[src/rtl/nn_pkg.sv]
// Shared definitions for the neuron datapath.
//   DATA_W            : width of products, bias and activations
//   SAT_MAX / SAT_MIN : 32-bit signed clip limits
//   state_e           : neuron accumulator FSM states
//   cnt_width()       : width of a counter that indexes 0..n-1 (at least 1 bit)
package nn_pkg;

    localparam int unsigned DATA_W = 32;

    localparam logic [DATA_W-1:0] SAT_MAX = 32'h7FFF_FFFF;
    localparam logic [DATA_W-1:0] SAT_MIN = 32'h8000_0000;

    typedef enum logic [1:0] {
        IDLE,
        ACCUM,
        BIAS,
        OUT
    } state_e;

    function automatic int unsigned cnt_width(input int unsigned n);
        return (n > 1) ? $clog2(n) : 1;
    endfunction

endpackage

[src/rtl/neuron_accumulator_if.sv]
// Control, product-stream and activation-stream signals of one neuron accumulator.
//   start/bias                      : neuron request and its bias (master -> slave)
//   prod_valid/prod_data/prod_ready : product stream into the accumulator
//   out_valid/out_data/out_ready    : activation stream to the next layer
//   busy/sat_flag                   : status from the accumulator
// The accumulator uses the slave modport; whatever drives it uses master.
interface neuron_accumulator_if;
    import nn_pkg::*;

    logic              start;
    logic [DATA_W-1:0] bias;
    logic              prod_valid;
    logic [DATA_W-1:0] prod_data;
    logic              prod_ready;
    logic              out_valid;
    logic [DATA_W-1:0] out_data;
    logic              out_ready;
    logic              busy;
    logic              sat_flag;

    modport master (
        output start, bias, prod_valid, prod_data, out_ready,
        input  prod_ready, out_valid, out_data, busy, sat_flag
    );

    modport slave (
        input  start, bias, prod_valid, prod_data, out_ready,
        output prod_ready, out_valid, out_data, busy, sat_flag
    );

endinterface

[src/rtl/sat_relu.sv]
// Combinational output stage: clips a wide signed sum to 32 bits and optionally
// applies ReLU.
//   acc    : ACC_W-bit signed sum
//   result : 32-bit activation
//   sat    : sum fell outside the 32-bit signed range
module sat_relu
    import nn_pkg::*;
#(
    parameter int unsigned ACC_W   = 48,
    parameter bit          RELU_EN = 1'b1
) (
    input  logic signed [ACC_W-1:0]  acc,
    output logic        [DATA_W-1:0] result,
    output logic                     sat
);

    // Clip limits sign-extended to the accumulator width for signed compares.
    localparam logic signed [ACC_W-1:0] MAX_EXT = {{(ACC_W-DATA_W){1'b0}}, SAT_MAX};
    localparam logic signed [ACC_W-1:0] MIN_EXT = {{(ACC_W-DATA_W){1'b1}}, SAT_MIN};

    always_comb begin
        sat    = 1'b0;
        result = acc[DATA_W-1:0];
        if (acc > MAX_EXT) begin
            sat    = 1'b1;
            result = SAT_MAX;
        end else if (acc < MIN_EXT) begin
            sat    = 1'b1;
            result = SAT_MIN;
        end
        // ReLU acts on the clipped value, so a negative overflow still reports sat.
        if (RELU_EN && result[DATA_W-1]) begin
            result = '0;
        end
    end

endmodule

[src/rtl/neuron_accumulator.sv]
// Sequential multiply-accumulate back end for one neuron.
// Sums N_INPUTS signed products, adds the bias captured at start, saturates to
// 32 bits, optionally applies ReLU and holds the activation until accepted.
//   clk   : rising-edge clock
//   rst_n : asynchronous active-low reset
//   bus   : neuron_accumulator_if.slave (start/bias, product stream, activation
//           stream, busy, sat_flag)
module neuron_accumulator
    import nn_pkg::*;
#(
    parameter int unsigned N_INPUTS = 784,
    parameter int unsigned ACC_W    = 48,
    parameter bit          RELU_EN  = 1'b1
) (
    input logic                 clk,
    input logic                 rst_n,
    neuron_accumulator_if.slave bus
);

    localparam int unsigned      CNT_W    = cnt_width(N_INPUTS);
    localparam logic [CNT_W-1:0] CNT_LAST = CNT_W'(N_INPUTS - 1);

    function automatic logic signed [ACC_W-1:0] sext(input logic [DATA_W-1:0] v);
        return {{(ACC_W-DATA_W){v[DATA_W-1]}}, v};
    endfunction

    state_e                   state_q, state_d;
    logic signed [ACC_W-1:0]  acc_q, acc_d;
    logic        [CNT_W-1:0]  cnt_q, cnt_d;
    logic        [DATA_W-1:0] bias_q, bias_d;
    logic        [DATA_W-1:0] out_data_q, out_data_d;
    logic                     sat_q, sat_d;

    logic                     beat;
    logic signed [ACC_W-1:0]  acc_bias;
    logic        [DATA_W-1:0] sr_result;
    logic                     sr_sat;

    assign beat     = (state_q == ACCUM) && bus.prod_valid;
    assign acc_bias = acc_q + sext(bias_q);

    // Fed from the post-bias sum so the activation is registered on entry to OUT.
    sat_relu #(
        .ACC_W   (ACC_W),
        .RELU_EN (RELU_EN)
    ) u_sat_relu (
        .acc    (acc_bias),
        .result (sr_result),
        .sat    (sr_sat)
    );

    // State register
    always_ff @(posedge clk or negedge rst_n) begin
        if (!rst_n) begin
            state_q <= IDLE;
        end else begin
            state_q <= state_d;
        end
    end

    // Next-state logic
    always_comb begin
        state_d = state_q;
        unique case (state_q)
            IDLE:    if (bus.start) state_d = ACCUM;
            ACCUM:   if (beat && (cnt_q == CNT_LAST)) state_d = BIAS;
            BIAS:    state_d = OUT;
            OUT:     if (bus.out_ready) state_d = IDLE;
            default: state_d = IDLE;
        endcase
    end

    // FSM outputs
    always_comb begin
        bus.prod_ready = (state_q == ACCUM);
        bus.out_valid  = (state_q == OUT);
        bus.busy       = (state_q != IDLE);
    end

    // Datapath next-state
    always_comb begin
        acc_d      = acc_q;
        cnt_d      = cnt_q;
        bias_d     = bias_q;
        out_data_d = out_data_q;
        sat_d      = sat_q;
        unique case (state_q)
            IDLE: begin
                if (bus.start) begin
                    acc_d  = '0;
                    cnt_d  = '0;
                    bias_d = bus.bias;
                end
            end
            ACCUM: begin
                if (beat) begin
                    acc_d = acc_q + sext(bus.prod_data);
                    cnt_d = cnt_q + 1'b1;
                end
            end
            BIAS: begin
                acc_d      = acc_bias;
                out_data_d = sr_result;
                sat_d      = sr_sat;
            end
            default: ;
        endcase
    end

    always_ff @(posedge clk or negedge rst_n) begin
        if (!rst_n) begin
            acc_q      <= '0;
            cnt_q      <= '0;
            bias_q     <= '0;
            out_data_q <= '0;
            sat_q      <= 1'b0;
        end else begin
            acc_q      <= acc_d;
            cnt_q      <= cnt_d;
            bias_q     <= bias_d;
            out_data_q <= out_data_d;
            sat_q      <= sat_d;
        end
    end

    assign bus.out_data = out_data_q;
    assign bus.sat_flag = sat_q;

endmodule

[src/flat_wrapper.sv]
// flat-port wrapper written by rule: the top's interface ports become plain ports
module neuron_accumulator_flat import nn_pkg::*;
#(
    parameter int unsigned N_INPUTS = 784,
    parameter int unsigned ACC_W    = 48,
    parameter bit          RELU_EN  = 1'b1
)
  (clk, rst_n, bus_start, bus_bias, bus_prod_valid, bus_prod_data, bus_out_ready, bus_prod_ready, bus_out_valid, bus_out_data, bus_busy, bus_sat_flag);
  neuron_accumulator_if bus_i ();
  input logic clk;
  input logic rst_n;
  input wire logic [$bits(bus_i.start)-1:0] bus_start;
  input wire logic [$bits(bus_i.bias)-1:0] bus_bias;
  input wire logic [$bits(bus_i.prod_valid)-1:0] bus_prod_valid;
  input wire logic [$bits(bus_i.prod_data)-1:0] bus_prod_data;
  input wire logic [$bits(bus_i.out_ready)-1:0] bus_out_ready;
  output wire logic [$bits(bus_i.prod_ready)-1:0] bus_prod_ready;
  output wire logic [$bits(bus_i.out_valid)-1:0] bus_out_valid;
  output wire logic [$bits(bus_i.out_data)-1:0] bus_out_data;
  output wire logic [$bits(bus_i.busy)-1:0] bus_busy;
  output wire logic [$bits(bus_i.sat_flag)-1:0] bus_sat_flag;
  assign bus_i.start = bus_start;
  assign bus_i.bias = bus_bias;
  assign bus_i.prod_valid = bus_prod_valid;
  assign bus_i.prod_data = bus_prod_data;
  assign bus_i.out_ready = bus_out_ready;
  assign bus_prod_ready = bus_i.prod_ready;
  assign bus_out_valid = bus_i.out_valid;
  assign bus_out_data = bus_i.out_data;
  assign bus_busy = bus_i.busy;
  assign bus_sat_flag = bus_i.sat_flag;
  neuron_accumulator #(.N_INPUTS(N_INPUTS), .ACC_W(ACC_W), .RELU_EN(RELU_EN)) u_core (.clk(clk), .rst_n(rst_n), .bus(bus_i));
endmodule
[config.mk]
export PLATFORM = sky130hd
export DESIGN_NAME = neuron_accumulator_flat
export DESIGN_NICKNAME = d
export VERILOG_FILES = /design/src/rtl/nn_pkg.sv /design/src/rtl/neuron_accumulator_if.sv /design/src/rtl/sat_relu.sv /design/src/rtl/neuron_accumulator.sv /design/src/flat_wrapper.sv
export SDC_FILE = /design/constraint.sdc
export NUM_CORES = 1
export LEC_CHECK = 0
export ABC_AREA = 1
export BUFFER_PORTS_ARGS = -buffer_cell sky130_fd_sc_hd__buf_2
export CAP_MARGIN = 20
export CORE_UTILIZATION = 55
export CTS_CLUSTER_SIZE = 28
export DETAILED_ROUTE_END_ITERATION = 16
export GPL_TIMING_DRIVEN = 0
export PLACE_DENSITY = 0.85
export SYNTH_ARGS = -nofsm -noshare
export SYNTH_HDL_FRONTEND = slang
export SYNTH_HIERARCHICAL = 1
export SYNTH_SLANG_ARGS = --single-unit
[constraint.sdc]
create_clock -name clk -period 3.25 [get_ports clk]
set_input_delay 0.65 -clock clk [delete_from_list [all_inputs] [get_ports clk]]
set_output_delay 0.65 -clock clk [all_outputs]
set_load 0.005 [all_outputs]
==> impl_metrics.json, run 1 <==
{
  "outcome": "finished with violations",
  "violations": "setup timing",
  "slew_headroom_pct": 38.8,
  "insertion_delay_ns": 0.44,
  "setup_viol": 12,
  "critical_path_class": "flip-flop to flip-flop",
  "grt_util_met2_pct": 62.8,
  "clockRootBuffer": "clkbuf_16",
  "power_mw": 12.0,
  "gr-total-overflow": 0,
  "pre_cts_ws_ns": -0.252,
  "drtIter0Drc": 1557,
  "place_congestion": 1.01,
  "clkSinkCount": 125,
  "arrival_ns": 3.60,
  "vdd.ir_drop.worst_v": 0.000397,
  "start_util_pct": 56.1,
  "fin_skew_ns": 0.0207,
  "critPathCaptureType": "flip-flop",
  "dp.final_hpwl_mm": 41.5,
  "drcViolationCount": 0,
  "postRouteWirelength_mm": 51.2,
  "ys_warn_count": 6,
  "stdcell_count": 2983,
  "p_per_area_mw_per_mm2": 729,
  "cts_buffers": 17,
  "layout.nets": 2811,
  "dieArea_sq_mm": 0.0263,
  "fmax_mhz": 305,
  "worstMarginPinSlew_ns": 0.918,
  "worstSetupStartpointType": "flip-flop",
  "syn_area_sq_mm": 0.0141,
  "synth_top_flop_cell": "dfrtp_1",
  "slowest_delay_ns": 0.37,
  "synth_edf_count": 0,
  "pin_count": 105,
  "portBuffers": 104,
  "postPlaceCellArea_sq_mm": 0.0151,
  "p_leak_nw": 9.75,
  "grt_use_met3_pct": 3.65,
  "crit_top_cell": "nand2_1",
  "die_h_um": 162,
  "placementRows": 58,
  "cts_tree": "done",
  "synthToLayoutAreaGrowth_pct": 16.4,
  "timing.final.crit_share_pct": 101,
  "clockBufferDepth": 2,
  "ctsHoldBuffers": 0,
  "hold_violations": 0,
  "worstPathRequired_ns": 3.57,
  "grt_max_degree": 67,
  "n_antenna_cell": 0,
  "grt_pass1_vias": 14600,
  "grt_util_met1_pct": 52.3,
  "core_area_sq_mm": 0.0252,
  "hp-class": "primary input to asynchronous set/reset pin",
  "post-synth-top-area-cell": "nand2_1",
  "utilization_pct": 65.3,
  "path_cells": "ha_1 > inv_1 > fa_2 > inv_1 > nand3_2 > nor2_2 > nand2_1 > nand3_2 > nand2_1 > nand2_1 > nand2_1 > nand2_1 > nand2_1 > and2_1 > nor2_1 > nand2_1 > nor2_1 > nand3_2 > nand2_4 > buf_4 > nand2_1 > nand2_1 > nand2_1",
  "fin_ws_ns": -0.0310,
  "busiest_layer": "met2",
  "crit_slowest_cell": "fa_2",
  "synth_nets": 2671,
  "first_pass_iters": 6,
  "postRouteAntennaNets": 0,
  "cts_max_level": 4,
  "maxCapViolCount": 0,
  "clkTransAtPathRegs_ns": 0.07,
  "worstPathMaxFanout": 8,
  "netlist.area_leader.share_pct": 30.2,
  "syn-instance-count": 2500,
  "wire_per_inst_um": 17.2,
  "synthArstFlopShare_pct": 100,
  "final-max-slew-violation-count": 0,
  "synth.avg_cell_area_sq_um": 5.65,
  "drive_gt1_share_pct": 13.1,
  "synthDistinctLibCells": 44,
  "fin_crit_ns": 3.28,
  "dp_cells": 2935,
  "die_w_um": 162,
  "fin_area_sq_mm": 0.0164,
  "yosysSeqAreaShare_pct": 22.1,
  "ys_seq_elements": 125,
  "grt_pass1_wl_mm": 76.4,
  "vias": 16000,
  "yosys-top-cells-area": "nand2_1 (30%), dfrtp_1 (22%), inv_1 (12%)",
  "grt_use_total_pct": 38.4,
  "avgViaCountPerCell": 5.35,
  "antenna_found_initial": 0
}
==> registers in the layout, summed over array words and instances (netlist names) <==
register             cells
u_core/state_q           2
u_core/bias_q           32
u_core/bus.out_data     32
u_core/cnt_q            10
u_core/acc_q            48
u_core/bus.sat_flag      1
==> worst paths after layout <==
check	start	endpoint	slack, ns	depth (start not counted)
max	u_core/bias_q[0]	u_core/bus.out_data[14]	-0.03	23
min	rst_n	u_core/state_q[0]	0.19	1
max reg2reg	u_core/bias_q[0]	u_core/bus.out_data[14]	-0.03	23
min reg2reg	u_core/bus.out_data[27]	u_core/bus.out_data[27]	0.46	2
max in group asynchronous	rst_n	u_core/bias_q[31]	2.29	2
min in group clk	bus_bias[9]	u_core/bias_q[9]	0.44	2
==> cell usage in the layout (no fill, tap or decap), types with 31 or more instances in the layout <==
master,count
a21oi_1,80
buf_2,113
dfrtp_1,121
ha_1,60
ha_4,32
inv_1,459
mux2_2,31
nand2_1,1122
nand3_1,119
nor2_1,156
nor2_2,42
o21ai_0,36
==> worst max-delay path: cells and delay by family (launching register included) <==
family                     cells  cell delay [ns]
buffers and inverters          3             0.31
DFF                            1             0.36
and+or+nand+nor               18             1.93
adders and majority gates      2             0.55
==> per-stage QoR <==
stage	setup TNS (ns)	hold WS, ns
2_1_floorplan	0	0.354
3_3_place_gp	-7.01	0.450
3_5_place_dp	-7.13	0.454
4_1_cts	0	0.219
5_1_grt	-3.18	0.234
6_report	-0.134	0.190
==> where the power goes <==
group | total (mW) | internal [mW] | switching, mW | leakage (nW)
logic | 7.61 | 2.70 | 4.91 | 7.88
registers | 2.59 | 1.90 | 0.685 | 1.61
clock network | 1.80 | 0.987 | 0.810 | 0.264
total | 12.0 | 5.59 | 6.41 | 9.75
==> synth_stat cells, types with 5 or more instances <==
cell type     n
mux2_2       31
nor4_1        6
and2_1       27
nand3b_1      8
xor2_1       18
nor2_2       14
xnor2_1       7
nor2_1      188
dfrtp_1     125
nand4_1      21
or2_2         5
buf_2        10
inv_1       461
nand2_2       7
ha_1        100
a22o_1       12
a21oi_1      80
nor3_1       13
clkbuf_1     19
nand2_1    1137
o21ai_0      36
nand3_1     129
o21bai_1      8
==> kinds of logic (layout without fill, tap and decap cells) <==
family	after synthesis	count (layout)	share of synthesized area, %
AND/OR/NAND/NOR	1568	1568	45.1
buffers and inverters	502	655	13.7
AO/OA/AOI/OAI	145	145	5.74
flip-flops	125	125	22.1
adder cells (fa/ha/maj)	102	102	9.14
multiplexers	31	31	2.47
XOR/XNOR	26	26	1.67
other	1	1	0.0266
==> final cells by class <==
cell class                      instances  area [sq um]
Buffer                                 37           185
Clock buffer                           18           429
Clock inverter                         14           108
Fill cell                            2408          8740
Inverter                              465          1750
Multi-Input combinational cell       1873          9710
Sequential cell                       125          3130
Tap cell                              330           413
Timing Repair Buffer                  121           719
==> what timing repair did <==
item,4_1_cts,5_1_grt
gates resized for setup,9,131
pin swaps,0,18
endpoints found under the setup margin,32,32
gates cloned,0,3
setup buffers,5,8
==> metal layers <==
metal	wire, um	up-vias
met3	3720	110
met4	1890	0
li1	-	7874
met2	23300	640
met1	22300	7336
met5	0	-
Power figures use the tool's default switching activity.
==> inputs of run 2 (changes only) <==
--- a/config.mk
+++ b/config.mk
@@ -5,14 +5,14 @@
 export SDC_FILE = /design/constraint.sdc
 export NUM_CORES = 1
 export LEC_CHECK = 0
-export ABC_AREA = 1
+export ABC_AREA = 0
 export BUFFER_PORTS_ARGS = -buffer_cell sky130_fd_sc_hd__buf_2
 export CAP_MARGIN = 20
 export CORE_UTILIZATION = 55
 export CTS_CLUSTER_SIZE = 28
 export DETAILED_ROUTE_END_ITERATION = 16
 export GPL_TIMING_DRIVEN = 0
-export PLACE_DENSITY = 0.85
+export PLACE_DENSITY = 0.86
 export SYNTH_ARGS = -nofsm -noshare
 export SYNTH_HDL_FRONTEND = slang
 export SYNTH_HIERARCHICAL = 1
==> run 2 against run 1 <==
Critical endpoint is now u_core/bus.out_data[11]. Worst hold slack got worse by 0.0025 ns. Fmax decreased by 17%. Final cell count decreased by 40%. Sequential share of layout area increased by 2.5 points. The run still ends with setup timing left. Wire length decreased by 24%. Via count decreased by 27%. Critical path depth decreased by 6. Critical path type unchanged. Global-route usage decreased by 2.6 points. Synthesized cell count decreased by 47%.
==> impl_metrics.json, run 2 <==
{
  "violations": "setup timing",
  "die_h_um": 146,
  "synthToLayoutAreaGrowth_pct": 28.4,
  "grt_max_degree": 67,
  "synth_common_cells": "dfrtp_1 (125), nand2_1 (111), a21oi_1 (105)",
  "timing.final.crit_share_pct": 121,
  "critPathCaptureType": "flip-flop",
  "clkSinkCount": 125,
  "synth_compound_area_share_pct": 26.6,
  "worstMarginPinSlew_ns": 0.847,
  "rsz0062_at_grt": "yes",
  "gr-total-overflow": 0,
  "outcome": "finished with violations",
  "postRouteAntennaNets": 0,
  "mostFrequentLayoutCells": "dfrtp_1 (118), buf_2 (109), nand2_1 (109)",
  "yosys-top-cells-area": "dfrtp_1 (28%), ha_1 (11%), mux2_2 (6.6%)",
  "combPwrFrac_pct": 62.4,
  "pin_count": 105,
  "insertion_delay_ns": 0.43,
  "core_area_sq_mm": 0.0202,
  "ys_warn_count": 6,
  "worstPathRequired_ns": 3.57,
  "synth_nets": 1494,
  "arrival_ns": 4.25,
  "dieArea_sq_mm": 0.0212,
  "cts_tree": "done",
  "synth.mux.area_fraction_pct": 6.90,
  "ctsHoldBuffers": 0,
  "largest_reg_flops": 48,
  "layout.nets": 1670,
  "critical_path_class": "flip-flop to flip-flop",
  "synthArstFlopShare_pct": 100,
  "grt_use_total_pct": 35.8,
  "synthDistinctLibCells": 78,
  "grt_pass1_vias": 11500,
  "synth_edf_count": 0,
  "fill_cells": 1416,
  "p_per_area_mw_per_mm2": 832,
  "maxCapViolCount": 0,
  "worstSetupStartpointType": "flip-flop",
  "place_congestion": 0.978,
  "fmax_mhz": 254,
  "whs_ns": 0.188,
  "wire_per_inst_um": 21.9,
  "clockRootBuffer": "clkbuf_16",
  "yosysMostFrequentCell": "dfrtp_1",
  "post-synth-top-area-cell": "dfrtp_1",
  "synth_fa_ha_area_share_pct": 11.4,
  "fin_skew_ns": 0.00749,
  "n_antenna_cell": 0,
  "vias": 11700,
  "netlist.area_leader.share_pct": 27.5,
  "vdd.ir_drop.worst_v": 0.000473,
  "first_pass_iters": 6,
  "setup_viol": 33,
  "utilization_pct": 72.1,
  "p_clk_share_pct": 17.6,
  "cts_max_level": 4,
  "p_sw_share_pct": 46.8,
  "dp.final_hpwl_mm": 27.2,
  "synth.avg_cell_area_sq_um": 8.59,
  "synth-xor-area-share_pct": 6.78,
  "p_leak_nw": 6.74,
  "cts_buffers": 17,
  "yosysSeqAreaShare_pct": 27.5,
  "p_sw_mw": 5.69,
  "fin_ws_ns": -0.689,
  "clkTransAtPathRegs_ns": 0.06,
  "avgViaCountPerCell": 6.57,
  "syn_area_sq_mm": 0.0114,
  "top_register": "u_core/acc_q",
  "grt_pass1_wl_mm": 59.3,
  "placementRows": 52,
  "postRouteWirelength_mm": 39.1,
  "p_int_mw": 6.45,
  "slew_headroom_pct": 43.5,
  "drive_gt1_share_pct": 30.4,
  "hp-class": "primary input to asynchronous set/reset pin",
  "clockBufferDepth": 2,
  "ys_seq_elements": 125,
  "syn-instance-count": 1323,
  "synth_top_family_by_area": "compound AO/OA/AOI/OAI gates",
  "synth_top_flop_cell": "dfrtp_1",
  "final-max-slew-violation-count": 0,
  "drtIter0Drc": 1010,
  "fin_crit_ns": 3.94,
  "final_common_cell": "dfrtp_1",
  "synth_simple_gate_area_share_pct": 16.7,
  "worstPathMaxFanout": 8,
  "portBuffers": 104,
  "start_util_pct": 56.2,
  "die_w_um": 146,
  "p_seq_share_pct": 20.1,
  "drcViolationCount": 0,
  "hold_violations": 0,
  "antenna_found_initial": 0
}
==> run 2: critical path, stage by stage (launching register included) <==
cell	delay, ns
dfrtp_4	0.57
buf_4	0.22
ha_4	0.26
a21o_1	0.19
a21o_1	0.18
a21o_1	0.19
a21oi_1	0.15
o21ai_0	0.11
a21oi_1	0.21
o31ai_2	0.11
xor2_1	0.20
buf_4	0.18
nor4_4	0.31
a41o_4	0.33
buf_12	0.13
buf_8	0.13
o21ai_2	0.08
mux2_2	0.27
==> run 2: layout make-up <==
type | count | area [sq um] | area share, %
Timing Repair Buffer | 169 | 1090 | 7.47
Multi-Input combinational cell | 1094 | 8860 | 60.7
Sequential cell | 125 | 3140 | 21.5
Buffer | 63 | 413 | 2.83
Inverter | 29 | 109 | 0.746
Clock buffer | 18 | 429 | 2.94
Clock inverter | 13 | 215 | 1.48
Tap cell | 270 | 338 | 2.32
==> run 2: timing repair <==
action | 4_1_cts | 5_1_grt
resized for setup | 145 | 66
pin swaps | 50 | 41
setup buffers | 40 | 21
cloned | 3 | 0
setup endpoints to repair | 43 | 52
==> run 2: path summary, 6_finish.rpt <==
kind | startpoint | end | slack, ns | depth (start not counted)
max reg2reg | u_core/bias_q[31] | u_core/bus.out_data[11] | -0.69 | 17
min | rst_n | u_core/acc_q[43] | 0.19 | 1
max in group asynchronous | rst_n | u_core/bus.out_data[11] | 2.33 | 2
min reg2reg | u_core/bus.out_data[3] | u_core/bus.out_data[3] | 0.50 | 1
max | u_core/bias_q[31] | u_core/bus.out_data[11] | -0.69 | 17
min in group clk | bus_bias[15] | u_core/bias_q[15] | 0.45 | 2
==> run 2: logic make-up (layout without fill, tap and decap cells) <==
family / count (synthesis) / after routing
AOI/OAI and AO/OA: 448 / 448
and+or+nand+nor: 385 / 385
muxes: 70 / 70
DFF: 125 / 125
adders and majority gates: 102 / 102
xor gates and xnor gates: 88 / 88
buffers and inverters: 104 / 292
other: 1 / 1
==> run 2: layer usage <==
layer	global-route usage (%)	part of all wire, %
met1	41.6	38
met2	59.3	48
met3	5.89	6.9
met4	27.4	7.9
met5	0	0
==> run 2: power by group through the flow <==
| stage | sequential, mW | combinational, mW | clock, mW |
|---|---|---|---|
| floorplan | 2.18 | 4.73 | 0 |
| global placement | 2.39 | 5.90 | 0 |
| detailed placement | 2.40 | 6.05 | 0 |
| CTS | 2.38 | 6.92 | 2.14 |
| global route | 2.45 | 8.13 | 2.21 |
| finish | 2.43 | 7.57 | 2.13 |
==> run 2: through the flow <==
stage | cells | setup TNS (ns) | instance area [sq um] | setup WS (ns) | total power [mW]
after global placement | 1697 | -45.10 | 12400 | -1.06 | 8.30
after CTS | 1766 | -17.41 | 14100 | -0.573 | 11.4
after detailed placement | 1698 | -41.39 | 12400 | -1.12 | 8.45
after global routing | 1781 | -24.19 | 14600 | -0.786 | 12.8
after floorplan | 1323 | -4.72 | 11500 | -0.154 | 6.91
final | 1781 | -21.02 | 14600 | -0.689 | 12.1
==> inputs of run 3 (changes only) <==
--- a/config.mk
+++ b/config.mk
@@ -13,6 +13,7 @@
 export DETAILED_ROUTE_END_ITERATION = 16
 export GPL_TIMING_DRIVEN = 0
 export PLACE_DENSITY = 0.86
+export SETUP_SLACK_MARGIN = 0.02
 export SYNTH_ARGS = -nofsm -noshare
 export SYNTH_HDL_FRONTEND = slang
 export SYNTH_HIERARCHICAL = 1
==> run 3 against run 2 <==
The run still ends with setup timing left. Design area is essentially flat. Via count grew 0.93%. Die area is the same. Fmax shrank 2.4%. Final cell count grew 0.22%. Highest routed layer unchanged.
==> impl_metrics.json, run 3 (same netlist as run 2, synthesis figures left out) <==
{
  "maxCapViolCount": 0,
  "clkSinkCount": 125,
  "dieArea_sq_mm": 0.0212,
  "grt_max_degree": 67,
  "pin_count": 105,
  "p_leak_nw": 6.77,
  "layout.nets": 1674,
  "final-max-slew-violation-count": 0,
  "arrival_ns": 4.34,
  "fin_skew_ns": 0.00630,
  "antenna_found_initial": 0,
  "utilization_pct": 72.1,
  "cts_tree": "done",
  "p_sw_share_pct": 46.9,
  "finalSetupTns_ns": -23.91,
  "clkTransAtPathRegs_ns": 0.06,
  "fill_cells": 1423,
  "postRouteWirelength_mm": 39.3,
  "insertion_delay_ns": 0.43,
  "synthToLayoutAreaGrowth_pct": 28.3,
  "clockRootBuffer": "clkbuf_16",
  "whs_ns": 0.186,
  "postRouteAntennaNets": 0,
  "drcViolationCount": 0,
  "p_sw_mw": 5.68,
  "outcome": "finished with violations",
  "critPathCaptureType": "flip-flop",
  "fmax_mhz": 248,
  "slew_headroom_pct": 43.2,
  "first_pass_iters": 5,
  "violations": "setup timing",
  "final_common_cell": "dfrtp_1",
  "grt_pass1_wl_mm": 59.3,
  "worstSetupStartpointType": "flip-flop",
  "gr-total-overflow": 0,
  "postPlaceCellArea_sq_mm": 0.0124,
  "p_seq_share_pct": 20.0,
  "core_area_sq_mm": 0.0202,
  "portBuffers": 104,
  "clockBufferDepth": 2,
  "worstPathRequired_ns": 3.56,
  "worstMarginPinSlew_ns": 0.853,
  "placementRows": 52,
  "drive_gt1_share_pct": 30.0,
  "crit_top_cell": "o21ai_2",
  "die_h_um": 146,
  "start_util_pct": 56.2,
  "avgViaCountPerCell": 6.62,
  "fin_ws_ns": -0.784,
  "die_w_um": 146,
  "mostFrequentLayoutCells": "dfrtp_1 (118), buf_2 (109), nand2_1 (107)",
  "vias": 11800,
  "hold_violations": 0,
  "vdd.ir_drop.worst_v": 0.000489,
  "critical_path_class": "flip-flop to flip-flop",
  "hp-class": "primary input to asynchronous set/reset pin",
  "slowest_delay_ns": 0.45,
  "setup_viol": 32,
  "cts_max_level": 4,
  "p_int_mw": 6.44,
  "path_cells": "ha_1 > buf_4 > and3_1 > a221o_1 > o21ai_2 > o21ai_2 > nand2b_1 > nand3_4 > a211o_1 > and2_4 > buf_6 > nor4_4 > a41o_4 > buf_6 > clkbuf_16 > o21ai_2 > mux2_4",
  "worstPathMaxFanout": 8,
  "grt_use_total_pct": 35.8,
  "dp.final_hpwl_mm": 27.2,
  "top_register": "u_core/acc_q",
  "power_mw": 12.1,
  "crit_slowest_cell": "dfrtp_2",
  "n_antenna_cell": 0,
  "p_per_area_mw_per_mm2": 831,
  "p_clk_share_pct": 17.6,
  "grt_pass1_vias": 11500,
  "fin_crit_ns": 4.03,
  "largest_reg_flops": 48,
  "timing.final.crit_share_pct": 124,
  "drtIter0Drc": 1139,
  "fin_area_sq_mm": 0.0146,
  "cts_buffers": 17,
  "wire_per_inst_um": 22.0,
  "rsz0062_at_grt": "yes",
  "place_congestion": 0.978,
  "combPwrFrac_pct": 62.5
}
-- run 3: cell count changes in the layout (fill, tap and decap cells not counted), moves of 2 or more --
cell and delta:
buf_8 -2, nand2_1 -2, clkbuf_16 +2, o21ai_1 +2, clkbuf_1 +2, nand2_2 +2
ha_4 -2, ha_2 -3, buf_6 +2, ha_1 +5
-- run 3: metrics by stage --
stage / worst slack [ns] / instances
3_5_place_dp: -1.12 / 1698
6_report: -0.784 / 1785
5_1_grt: -0.858 / 1785
4_1_cts: -0.573 / 1767
3_3_place_gp: -1.06 / 1697
2_1_floorplan: -0.154 / 1323
-- run 3: area by class of cell --
cell class                 instances  area (sq um)  area share, %
timing repair buffer             171          1120           7.71
buffer                            65           422           2.89
sequential                       125          3140           21.5
clock buffer                      18           429           2.94
clock inverter                    13           215           1.48
inverter                          29           109          0.747
tap                              270           338           2.32
multi-input combinational       1094          8810           60.4
-- run 3: path summary, 6_finish.rpt --
kind / end / slack, ns / from / cells past startpoint
worst max-delay path: u_core/bus.out_data[2] / -0.78 / u_core/acc_q[24] / 17
worst min-delay path: u_core/acc_q[43] / 0.19 / rst_n / 1
worst max register to register: u_core/bus.out_data[2] / -0.78 / u_core/acc_q[24] / 17
worst min register to register: u_core/bus.out_data[19] / 0.51 / u_core/bus.out_data[19] / 1
max in group asynchronous: u_core/bus.out_data[11] / 2.31 / rst_n / 2
min in group clk: u_core/bias_q[15] / 0.45 / bus_bias[15] / 2
-- run 3: power groups by stage --
stage	Sequential [mW]	Clock (mW)	Combinational (mW)
finish	2.42	2.13	7.57
global route	2.44	2.21	8.12
CTS	2.38	2.14	6.93
detailed placement	2.40	0	6.05
global placement	2.39	0	5.90
floorplan	2.18	0	4.73
-- run 3: timing repair --
action	in CTS	in global routing
gates cloned	3	2
hold buffers	0	0
pin swaps	52	40
endpoints found under the setup margin	45	56
resized for setup	145	57
buffers inserted	41	21
-- run 3: routing by layer --
metal / share of wire (%) / vias up / track usage, %
met4: 8.0 / 0 / 27.2
met5: 0 / - / 0
met3: 7.6 / 228 / 5.71
li1: - / 5304 / -
met1: 37 / 5607 / 41.7
met2: 48 / 669 / 59.4
-- run 3: critical path, delay by kind of cell (launching register included) --
kind                     cells  cell delay, ns
flip-flops                   1            0.45
AND/OR/NAND/NOR              5            0.93
adder cells (fa/ha/maj)      1            0.31
multiplexers                 1            0.26
buffers and inverters        4            0.59
AO/OA/AOI/OAI                6            1.39
